**src/rtl/reg_reader_pkg.sv**
```systemverilog
// Shared constants for reg_bank_reader: FSM encoding and default geometry.
// Optional macro REG_READER_SNAPSHOT_EN enables burst-coherent bank capture.
package reg_reader_pkg;

    localparam int DEF_N      = 4;
    localparam int DEF_DEPTH  = 8;
    localparam int DEF_ADDR_W = 3;

    localparam logic [0:0] S_IDLE = 1'b0;
    localparam logic [0:0] S_SEND = 1'b1;

endpackage

```
**src/rtl/reg_word_mux.sv**
```systemverilog
// Combinational DEPTH:1 word selector over a flattened register bus.
module reg_word_mux
    import reg_reader_pkg::*;
#(
    parameter int N      = DEF_N,
    parameter int DEPTH  = DEF_DEPTH,
    parameter int ADDR_W = DEF_ADDR_W
) (
    input  logic [DEPTH*N-1:0] bank,
    input  logic [ADDR_W-1:0]  sel,
    output logic [N-1:0]       word
);

    always_comb begin
        word = '0;
        for (int i = 0; i < DEPTH; i++) begin
            if (sel == ADDR_W'(i))
                word = bank[i*N +: N];
        end
    end

endmodule

```
**src/rtl/reg_bank_reader.sv**
```systemverilog
// Burst reader streaming words from a flattened register bank over valid/ready.
// Define REG_READER_SNAPSHOT_EN to serve each burst from a capture taken at accept.
module reg_bank_reader
    import reg_reader_pkg::*;
#(
    parameter int N      = DEF_N,
    parameter int DEPTH  = DEF_DEPTH,
    parameter int ADDR_W = DEF_ADDR_W
) (
    input  logic                Clock,
    input  logic                Reset,
    input  logic [DEPTH*N-1:0]  BankData,
    input  logic                ReqValid,
    output logic                ReqReady,
    input  logic [ADDR_W-1:0]   ReqAddr,
    input  logic [ADDR_W:0]     ReqCount,
    output logic                OutValid,
    input  logic                OutReady,
    output logic [N-1:0]        OutData,
    output logic [ADDR_W-1:0]   OutAddr,
    output logic                OutLast,
    output logic                Busy
);

    localparam logic [ADDR_W:0] ONE = (ADDR_W+1)'(1);

    logic [0:0]        state;
    logic [ADDR_W-1:0] addr;
    logic [ADDR_W:0]   remaining;
    logic [N-1:0]      data_q;
    logic [ADDR_W-1:0] nxt_addr;
    logic [ADDR_W-1:0] sel;
    logic [DEPTH*N-1:0] src;
    logic [N-1:0]      word;
    logic              last;

    assign ReqReady = (state == S_IDLE);
    assign OutValid = (state == S_SEND);
    assign Busy     = OutValid;
    assign OutData  = data_q;
    assign OutAddr  = addr;
    assign last     = (remaining == ONE);
    assign OutLast  = last;

    // Wraps DEPTH-1 to 0 by truncation.
    assign nxt_addr = addr + 1'b1;
    assign sel      = (state == S_IDLE) ? ReqAddr : nxt_addr;

`ifdef REG_READER_SNAPSHOT_EN
    logic [DEPTH*N-1:0] snap;

    // At accept the snapshot is being written, so read live data then.
    assign src = (state == S_IDLE) ? BankData : snap;

    always_ff @(posedge Clock) begin
        if (Reset)
            snap <= '0;
        else if (ReqValid && ReqReady)
            snap <= BankData;
    end
`else
    assign src = BankData;
`endif

    reg_word_mux #(
        .N      (N),
        .DEPTH  (DEPTH),
        .ADDR_W (ADDR_W)
    ) u_mux (
        .bank (src),
        .sel  (sel),
        .word (word)
    );

    always_ff @(posedge Clock) begin
        if (Reset) begin
            state     <= S_IDLE;
            addr      <= '0;
            remaining <= '0;
            data_q    <= '0;
        end else begin
            unique case (state)
                S_IDLE: begin
                    if (ReqValid && ReqCount != '0) begin
                        state     <= S_SEND;
                        addr      <= ReqAddr;
                        remaining <= ReqCount;
                        data_q    <= word;
                    end
                end
                S_SEND: begin
                    if (OutReady) begin
                        remaining <= remaining - ONE;
                        if (last) begin
                            state <= S_IDLE;
                        end else begin
                            addr   <= nxt_addr;
                            data_q <= word;
                        end
                    end
                end
                default: state <= S_IDLE;
            endcase
        end
    end

endmodule

```
**config.mk**
```make
export PLATFORM = sky130hd
export DESIGN_NAME = reg_bank_reader
export DESIGN_NICKNAME = d
export VERILOG_FILES = /design/src/rtl/reg_reader_pkg.sv /design/src/rtl/reg_word_mux.sv /design/src/rtl/reg_bank_reader.sv
export SDC_FILE = /design/constraint.sdc
export NUM_CORES = 1
export LEC_CHECK = 0
export CORE_MARGIN = 5
export CORE_UTILIZATION = 41
export DETAILED_ROUTE_END_ITERATION = 6
export PLACE_DENSITY = 0.77
export SETUP_SLACK_MARGIN = 0.2
export SLEW_MARGIN = 10
export SYNTH_ARGS = -nofsm -noshare
export SYNTH_HDL_FRONTEND = slang
export SYNTH_SLANG_ARGS = --single-unit
```
**constraint.sdc**
```tcl
create_clock -name Clock -period 2.5 [get_ports Clock]
set_clock_uncertainty 0.2 [all_clocks]
set_input_delay 0.5 -clock Clock [delete_from_list [all_inputs] [get_ports Clock]]
set_output_delay 0.5 -clock Clock [all_outputs]
set_load 0.01 [all_outputs]
```
; ---- Word-level counts from Yosys, hierarchy flattened
; Index checks and enable logic that the tools add are counted.
[totals]
reg_bits = 12
out_inout_bits = 11
wordCells = 47
[op_classes]
n_addsub = 2
n_eq_ne = 11
muxes = 24
bitwise = 1
reduce_logical = 5
[op_table]
columns = op, count
row1 = $mux 4, 13
row2 = $pmux 4 s2, 2
row3 = $eq 3x3->1 const B, 4
row4 = $mux 3, 4
row5 = $eq 3x2->1 const B, 2
row6 = $pmux 3 s2, 1
row7 = $eq 4x1->1 const B, 1
row8 = $ne 2x2->1 const B, 2
row9 = $reduce_bool 4->1, 1
row10 = $sub 4x1->4 const B, 1
row11 = $add 3x1->3 const B, 1
row12 = $eq 3x1->1 const B, 1
row13 = $logic_not 3->1, 1
row14 = $mux 1, 3
row15 = $reduce_and 3->1, 1
row16 = $ne 2x1->1 const B, 1
row17 = $pmux 1 s2, 1
row18 = $reduce_and 2->1, 1
row19 = $logic_and 1x1->1, 1
row20 = $not 1->1, 1

; ---- Depth between registers and ports, before layout
; Gate-level depths: netlist (run 1).
[depth]
depth_word = 14
mapped_depth = 7

; ---- Cells and area by module
; From an unflattened synthesis (run 1), not the netlist that was laid out.
[unflattened]
hier_cells = 113
area_unflattened_um2 = 1017.2
[by_module_without_submodules]
columns = module, instances, cells_per_inst, area_per_inst_um2, seq_area_each_um2
row1 = reg_bank_reader, 1, 78, 706.9, 240.2
row2 = reg_word_mux, 1, 35, 310.3, 0.0

; ---- Least setup slack after synthesis (run 1)
; No wires, ideal clock.
[synth_path]
kind = register to register
start = reg addr[0] (netlist: OutAddr[0])
end = reg data_q[0] (netlist: OutData[0])
setup_time_ns = 0.126
t_arrival_ns = 1.995
required_time_ns = 2.174
setup_slack_ns = 0.179
stages_incl_launch_ff = 7
path_buffers = 0
period_less_slack_ns = 2.321
path_cell_list = dfxtp_1 > ha_1 > mux2i_2 > mux2_4 > a221o_1 > o221ai_1 > a31oi_1
[synth_between]
elab_chain_cells = 14
elab_cells_between_ends = 22
cone_classes = 1 x add/sub / 7 x eq/ne / 13 x mux / 1 x reduce/logical
[synth_lines]
columns = item, line
row1 = from (decl), reg_bank_reader.sv:28  ; logic [ADDR_W-1:0] addr;
row2 = from (signal assigned), reg_bank_reader.sv:86  ; addr <= ReqAddr;
row3 = from (signal assigned), reg_bank_reader.sv:97  ; addr <= nxt_addr;
row4 = $add 3x1->3 *, reg_bank_reader.sv:46  ; assign nxt_addr = addr + 1'b1;
row5 = $mux 3 *, reg_bank_reader.sv:47  ; assign sel = (state == S_IDLE) ? ReqAddr : nxt_addr;
row6 = $logic_not 3->1, reg_word_mux.sv:17  ; if (sel == ADDR_W'(i))
row7 = $mux 4 (7 in series), reg_word_mux.sv:17
row8 = $mux 4 *, reg_word_mux.sv:17
row9 = $mux 4, reg_bank_reader.sv:94  ; if (last) begin
row10 = $mux 4, reg_bank_reader.sv:92  ; if (OutReady) begin
row11 = $pmux 4 s2 *, reg_bank_reader.sv:82  ; unique case (state)
row12 = to (signal assigned), reg_bank_reader.sv:88  ; data_q <= word;
row13 = to (signal assigned), reg_bank_reader.sv:98  ; data_q <= word;
row14 = to (decl), reg_bank_reader.sv:30  ; logic [N-1:0] data_q;
; Mark *: on every way between the ends. The rest lies on a longest branch, timed or not. The select of a mux whose other input is x is not followed.
; A chain may end at the register's enable or synchronous reset.

; ---- Worst setup path after layout (run 1)
[layout_path]
start = reg addr[1] (netlist: OutAddr[1])
end = reg data_q[2] (netlist: OutData[2])
; Same word-level chain as after synthesis.

==> results.yml, run 1 <==
outcome:
  outcome: "finished clean"
routing:
  drt_iter0_drc: 85
  drc: 0
  wl_per_cell_um: 16.0
  finalWirelength_um: 3850
  drt-met1-wl_um: 1710
  first_pass_iters: 4
  wl_met2_um: 1870
  postRouteAntennaNets: 0
  vias: 1426
  dr_wl_met3_um: 257
  vias_per_cell: 5.92
  top_layer: "met4"
global_route:
  grt_usage_pct: 19.6
  overflow: 0
  grt_max_degree: 18
  grt_pass1_wl_um: 6430
  antenna_found_initial: 0
  grt_pass1_vias: 1360
place:
  port_buffers: 53
  routabilityCongestion: 0.786
  dp.cells: 237
  hpwlAfterDp_um: 3150
  dp_slack_ps: 24.7
floorplanning:
  die_area_um2: 3950
  core_area_um2: 2710
  fp.dieH_um: 62.8
  std_cell_rows: 19
  start_util_pct: 42.2
  ioPinCount: 54
  die-width_um: 62.8
synthesis:
  syn-num-nets: 193
  syn_area_um2: 1140
  ys.flop_type: "dfxtp_1"
  syn_area_per_cell_um2: 7.79
  ys_warn_count: 0
  synth_seq_area_share_pct: 21.0
  synth-edff-count: 0
  syn-instance-count: 147
  ys_types: 50
  async_reset_ff_share_pct: 0
  synth_seq_cells: 12
sta:
  slew_viol_final: 0
  rsz0062_at_grt: "yes"
  setup_violations: 0
  tightest_slew_ps: 406
  fin_setup_tns_ps: 0
  fmax_mhz: 452
  hold_viol: 0
  period_needed_ps: 2210
  relSlewSlack_pct: 72.2
  fin_crit_sh_pct: 88.6
  worst_slack_ps: 285
worst_setup_path:
  endpoint_kind: "register"
  worstPathCellList: "ha_2 > mux2i_4 > mux2_2 > a221o_1 > o221ai_1 > a31oi_1"
  r2r-start: "OutAddr[1]"
  slowest_stage: "dfxtp_1"
  crit_required_ps: 2450
  crit_arrival_ps: 2170
  startpoint: "OutAddr[1]"
  worst_path_largest_cell_delay_ps: 360
  path_class: "register to register"
  endpoint: "OutData[2]"
  cp-start-kind: "register"
  worstPathMaxFanout: 7
  reg2reg_to: "OutData[2]"
  timing.reg2reg.setup_slack_ps: 290
  rr_worst_depth: 6
final_layout:
  layout_commonest_cell: "clkdlybuf4s50_1"
  nFillCells: 252
  antennaDiodeCount: 0
  final_cell_mix: "clkdlybuf4s50_1, buf_4, nor2_1, dfxtp_1"
  nets: 257
  fin_cells: 241
  layout-drive-gt1-share_pct: 14.8
  area_delta_synth_final_pct: 60.4
cts:
  cts_buffers: 3
  cts-root-buf: "clkbuf_4"
  htreeDepth: 1
  cts_tree: "built"
  cts.sinks: 12
  clockBufferDepth: 2
  clock_latency_ps: 270
  hold_buffers: 0
  clk_pin_slew_ps: 70
worst_hold_path:
  hold_class: "register to register"
pwr:
  ir_drop_v: 0.000539
  power_density_nw_per_um2: 439
  leakagePower_nw: 0.732
  finalPower_w: 0.000806
job:
  drv_cap: 0
[critical path, delay by kind of cell, from the launching register on]
family,cells,cell delay [ps]
compound gates,3,590
fa+ha+maj,1,340
flops,1,360
mux,2,590
[per-stage QoR]
step / hold slack (ps) / utilization (%) / area [um2]
floorplan: 289 / - / 1150
global placement: 307 / 66.2 / 1790
detailed placement: 318 / 66.2 / 1790
CTS: 329 / 67.5 / 1830
global route: 360 / 67.8 / 1840
finish: 325 / 67.8 / 1840
[Yosys cell counts, types with 3 or more instances]
master	instances	share of area [%]
nand3_1	7	3.1
mux2i_1	3	2.6
and3_1	3	1.6
clkbuf_1	3	0.98
o21ai_0	8	3.5
nor3_1	7	3.1
nor3b_1	6	3.9
a211oi_1	8	5.2
a31oi_1	4	2.2
a2111oi_0	3	2.3
dfxtp_1	12	21
nor2b_1	3	1.6
nand2_1	6	2.0
inv_1	7	2.3
buf_2	4	1.7
a21oi_1	3	1.3
nor2_1	12	3.9
ha_1	3	3.3
[layout make-up]
type,instances,area [um2],share of cell area (%)
multi-input cells,117,837,45.6
flip-flops and latches,12,241,13.1
well taps,31,38.8,2.11
repair buffers,69,653,35.6
inverters,8,30.0,1.63
clock buffers,4,36.3,1.98
[how the worst min path moves through the flow]
stage | from | endpoint | slack [ps] | cells after the start
floorplan | remaining[3] | remaining[3] | 290 | 2
global placement | remaining[1] | remaining[1] | 310 | 2
detailed placement | remaining[1] | remaining[1] | 320 | 2
CTS | remaining[1] | remaining[1] | 330 | 2
global route | remaining[1] | remaining[1] | 360 | 2
finish | remaining[1] | remaining[1] | 320 | 2
[state kept, by name, indices dropped and copies added, names as in the netlist]
signal,count
remaining,4
Busy,1
OutData,4
OutAddr,3
[power by group]
part           total (W)  switching, W  internal (W)
registers       0.000236     0.0000208      0.000215
clock network   0.000151     0.0000629     0.0000885
logic           0.000419      0.000193      0.000226
[cell families (layout without fill, tap and decap cells)]
logic type               count (synthesis)  count (layout)  synth area share, %
AND/OR/NAND/NOR                         53              53                 25.2
AO/OA/AOI/OAI                           53              53                 35.6
XOR/XNOR                                 1               1                0.765
buffers and inverters                   18              81                 6.99
multiplexers                             7               7                 7.10
flip-flops                              12              12                 21.0
adder cells (fa/ha/maj)                  3               3                 3.28
[what timing repair did]
action	4_1_cts	5_1_grt
buffers inserted	0	0
endpoints found under the setup margin	4	5
hold endpoints to repair	0	0
gates resized for setup	2	3
[metal layers]
metal | global-route usage [%] | vias up
li1 | - | 705
met2 | 32.9 | 57
met4 | 2.39 | 0
met1 | 25.7 | 662
met3 | 5.04 | 2
met5 | 0 | -
Note: power is estimated with default switching activity, not from simulation.
==> inputs of run 2 (changes only) <==
--- a/config.mk
+++ b/config.mk
@@ -6,9 +6,10 @@
 export NUM_CORES = 1
 export LEC_CHECK = 0
 export CORE_MARGIN = 5
-export CORE_UTILIZATION = 41
+export CORE_UTILIZATION = 37
 export DETAILED_ROUTE_END_ITERATION = 6
-export PLACE_DENSITY = 0.77
+export GPL_TIMING_DRIVEN = 0
+export PLACE_DENSITY = 0.73
 export SETUP_SLACK_MARGIN = 0.2
 export SLEW_MARGIN = 10
 export SYNTH_ARGS = -nofsm -noshare
==> constraint.sdc (replaced) <==
create_clock -name Clock -period 1.9 [get_ports Clock]
set_clock_uncertainty 0.2 [all_clocks]
set_input_delay 0.38 -clock Clock [delete_from_list [all_inputs] [get_ports Clock]]
set_output_delay 0.38 -clock Clock [all_outputs]
set_load 0.01 [all_outputs]
==> results.yml, run 2 (synthesis gave the netlist of run 1 again) <==
pwr:
  power_density_nw_per_um2: 550
  finalPower_w: 0.00128
  leakagePower_nw: 0.954
  ir_drop_v: 0.000319
cts:
  cts.sinks: 12
  clockBufferDepth: 2
  cts_tree: "built"
  clk_pin_slew_ps: 80
  cts_buffers: 3
  clock_latency_ps: 270
  htreeDepth: 1
  cts-root-buf: "clkbuf_4"
final_layout:
  multi_input_area_um2: 1100
  layout-drive-gt1-share_pct: 41.7
  nFillCells: 206
  finish.instance_area_um2: 2330
  seq_area_um2: 256
  antennaDiodeCount: 0
  final_cell_mix: "clkdlybuf4s50_1, buf_4, dlygate4sd2_1, nor2_1"
  nets: 275
  area_delta_synth_final_pct: 104
  layout_commonest_cell: "clkdlybuf4s50_1"
routing:
  postRouteAntennaNets: 0
  finalWirelength_um: 5110
  vias: 1612
  drc: 0
  wl_per_cell_um: 19.6
  vias_per_cell: 6.18
  drt_iter0_drc: 91
  first_pass_iters: 4
floorplanning:
  core_area_um2: 3000
  die-width_um: 65.6
  std_cell_rows: 20
  fp.dieH_um: 65.6
  ioPinCount: 54
  die_area_um2: 4310
  start_util_pct: 38.1
sta:
  hold_ws_ps: 289
  tightest_slew_ps: 540
  fmax_mhz: 479
  slew_viol_final: 0
  hold_viol: 0
  fin_crit_sh_pct: 110
  setup_violations: 4
  rsz0062_at_grt: "yes"
  relSlewSlack_pct: 64.0
  fin_setup_tns_ps: -483
  period_needed_ps: 2090
  worst_slack_ps: -188
outcome:
  violations: "negative setup slack"
  outcome: "complete, but fails checks"
worst_setup_path:
  endpoint_kind: "register"
  cp-start-kind: "register"
  crit_arrival_ps: 2040
  worstPathMaxFanout: 4
  path_class: "register to register"
  crit_required_ps: 1850
global_route:
  grt_pass1_wl_um: 7900
  overflow: 0
  grt_pass1_vias: 1713
  grt_max_degree: 11
  grt_usage_pct: 23.5
  antenna_found_initial: 0
place:
  place_area_um2: 1750
  dp_slack_ps: -776
  port_buffers: 51
  hpwlAfterDp_um: 3260
  routabilityCongestion: 0.937
worst_hold_path:
  hold_class: "input port to register"
job:
  drv_cap: 0
-- run 2: cell count changes in the layout (fill, tap and decap cells not counted), moves of 4 or more --
cell	delta
buf_6	+6
buf_8	+4
clkbuf_2	+4
clkdlybuf4s50_1	-19
dfxtp_1	-4
dfxtp_4	+4
dlygate4sd2_1	+10
-- run 2: power breakdown --
part	internal, W	switching, W
registers	0.000285	0.0000316
logic	0.000429	0.000369
clock network	0.0000812	0.0000863
total	0.000795	0.000487
-- run 2: routing by layer --
metal	part of all wire (%)	track usage (%)	up-vias
li1	-	-	744
met1	36	24.8	775
met2	54	43.6	73
met3	6.4	7.01	20
met4	3.6	8.03	0
met5	0	0	-
-- run 2: worst max-delay path, cell delays in order (launching register included) --
cell	delay [ps]
dfxtp_4	360
ha_4	260
mux2i_4	200
mux2_4	320
a221o_1	330
o221ai_2	170
a31oi_1	120
-- run 2: layout make-up --
cell class / count / area share [%]
multi-input combinational: 117 / 47.1
timing repair buffer: 77 / 32.8
sequential: 12 / 11.0
buffer: 10 / 4.40
inverter: 8 / 1.83
tap: 33 / 1.77
clock buffer: 4 / 1.13
-- run 2: path summary, 6_finish.rpt --
path / from / endpoint / slack (ps) / cells past startpoint
max reg2reg: OutAddr[1] / OutData[0] / -190 / 6
min reg2reg: OutData[2] / OutData[2] / 370 / 2
max: OutAddr[1] / OutData[0] / -190 / 6
min: ReqCount[1] / remaining[1] / 290 / 3
-- run 2: metrics by stage --
step           std cells  util (%)
6_report             261      77.6
5_1_grt              261      77.6
4_1_cts              255      72.5
3_5_place_dp         231      58.2
3_3_place_gp         231      58.2
2_1_floorplan        147         -
-- run 2: repair_timing --
item / CTS / global route
pin swaps: 7 / 8
gates resized for setup: 89 / 29
gates cloned: 2 / 1
hold buffers: 0 / 0
setup endpoints to repair: 22 / 14
buffers inserted: 18 / 5
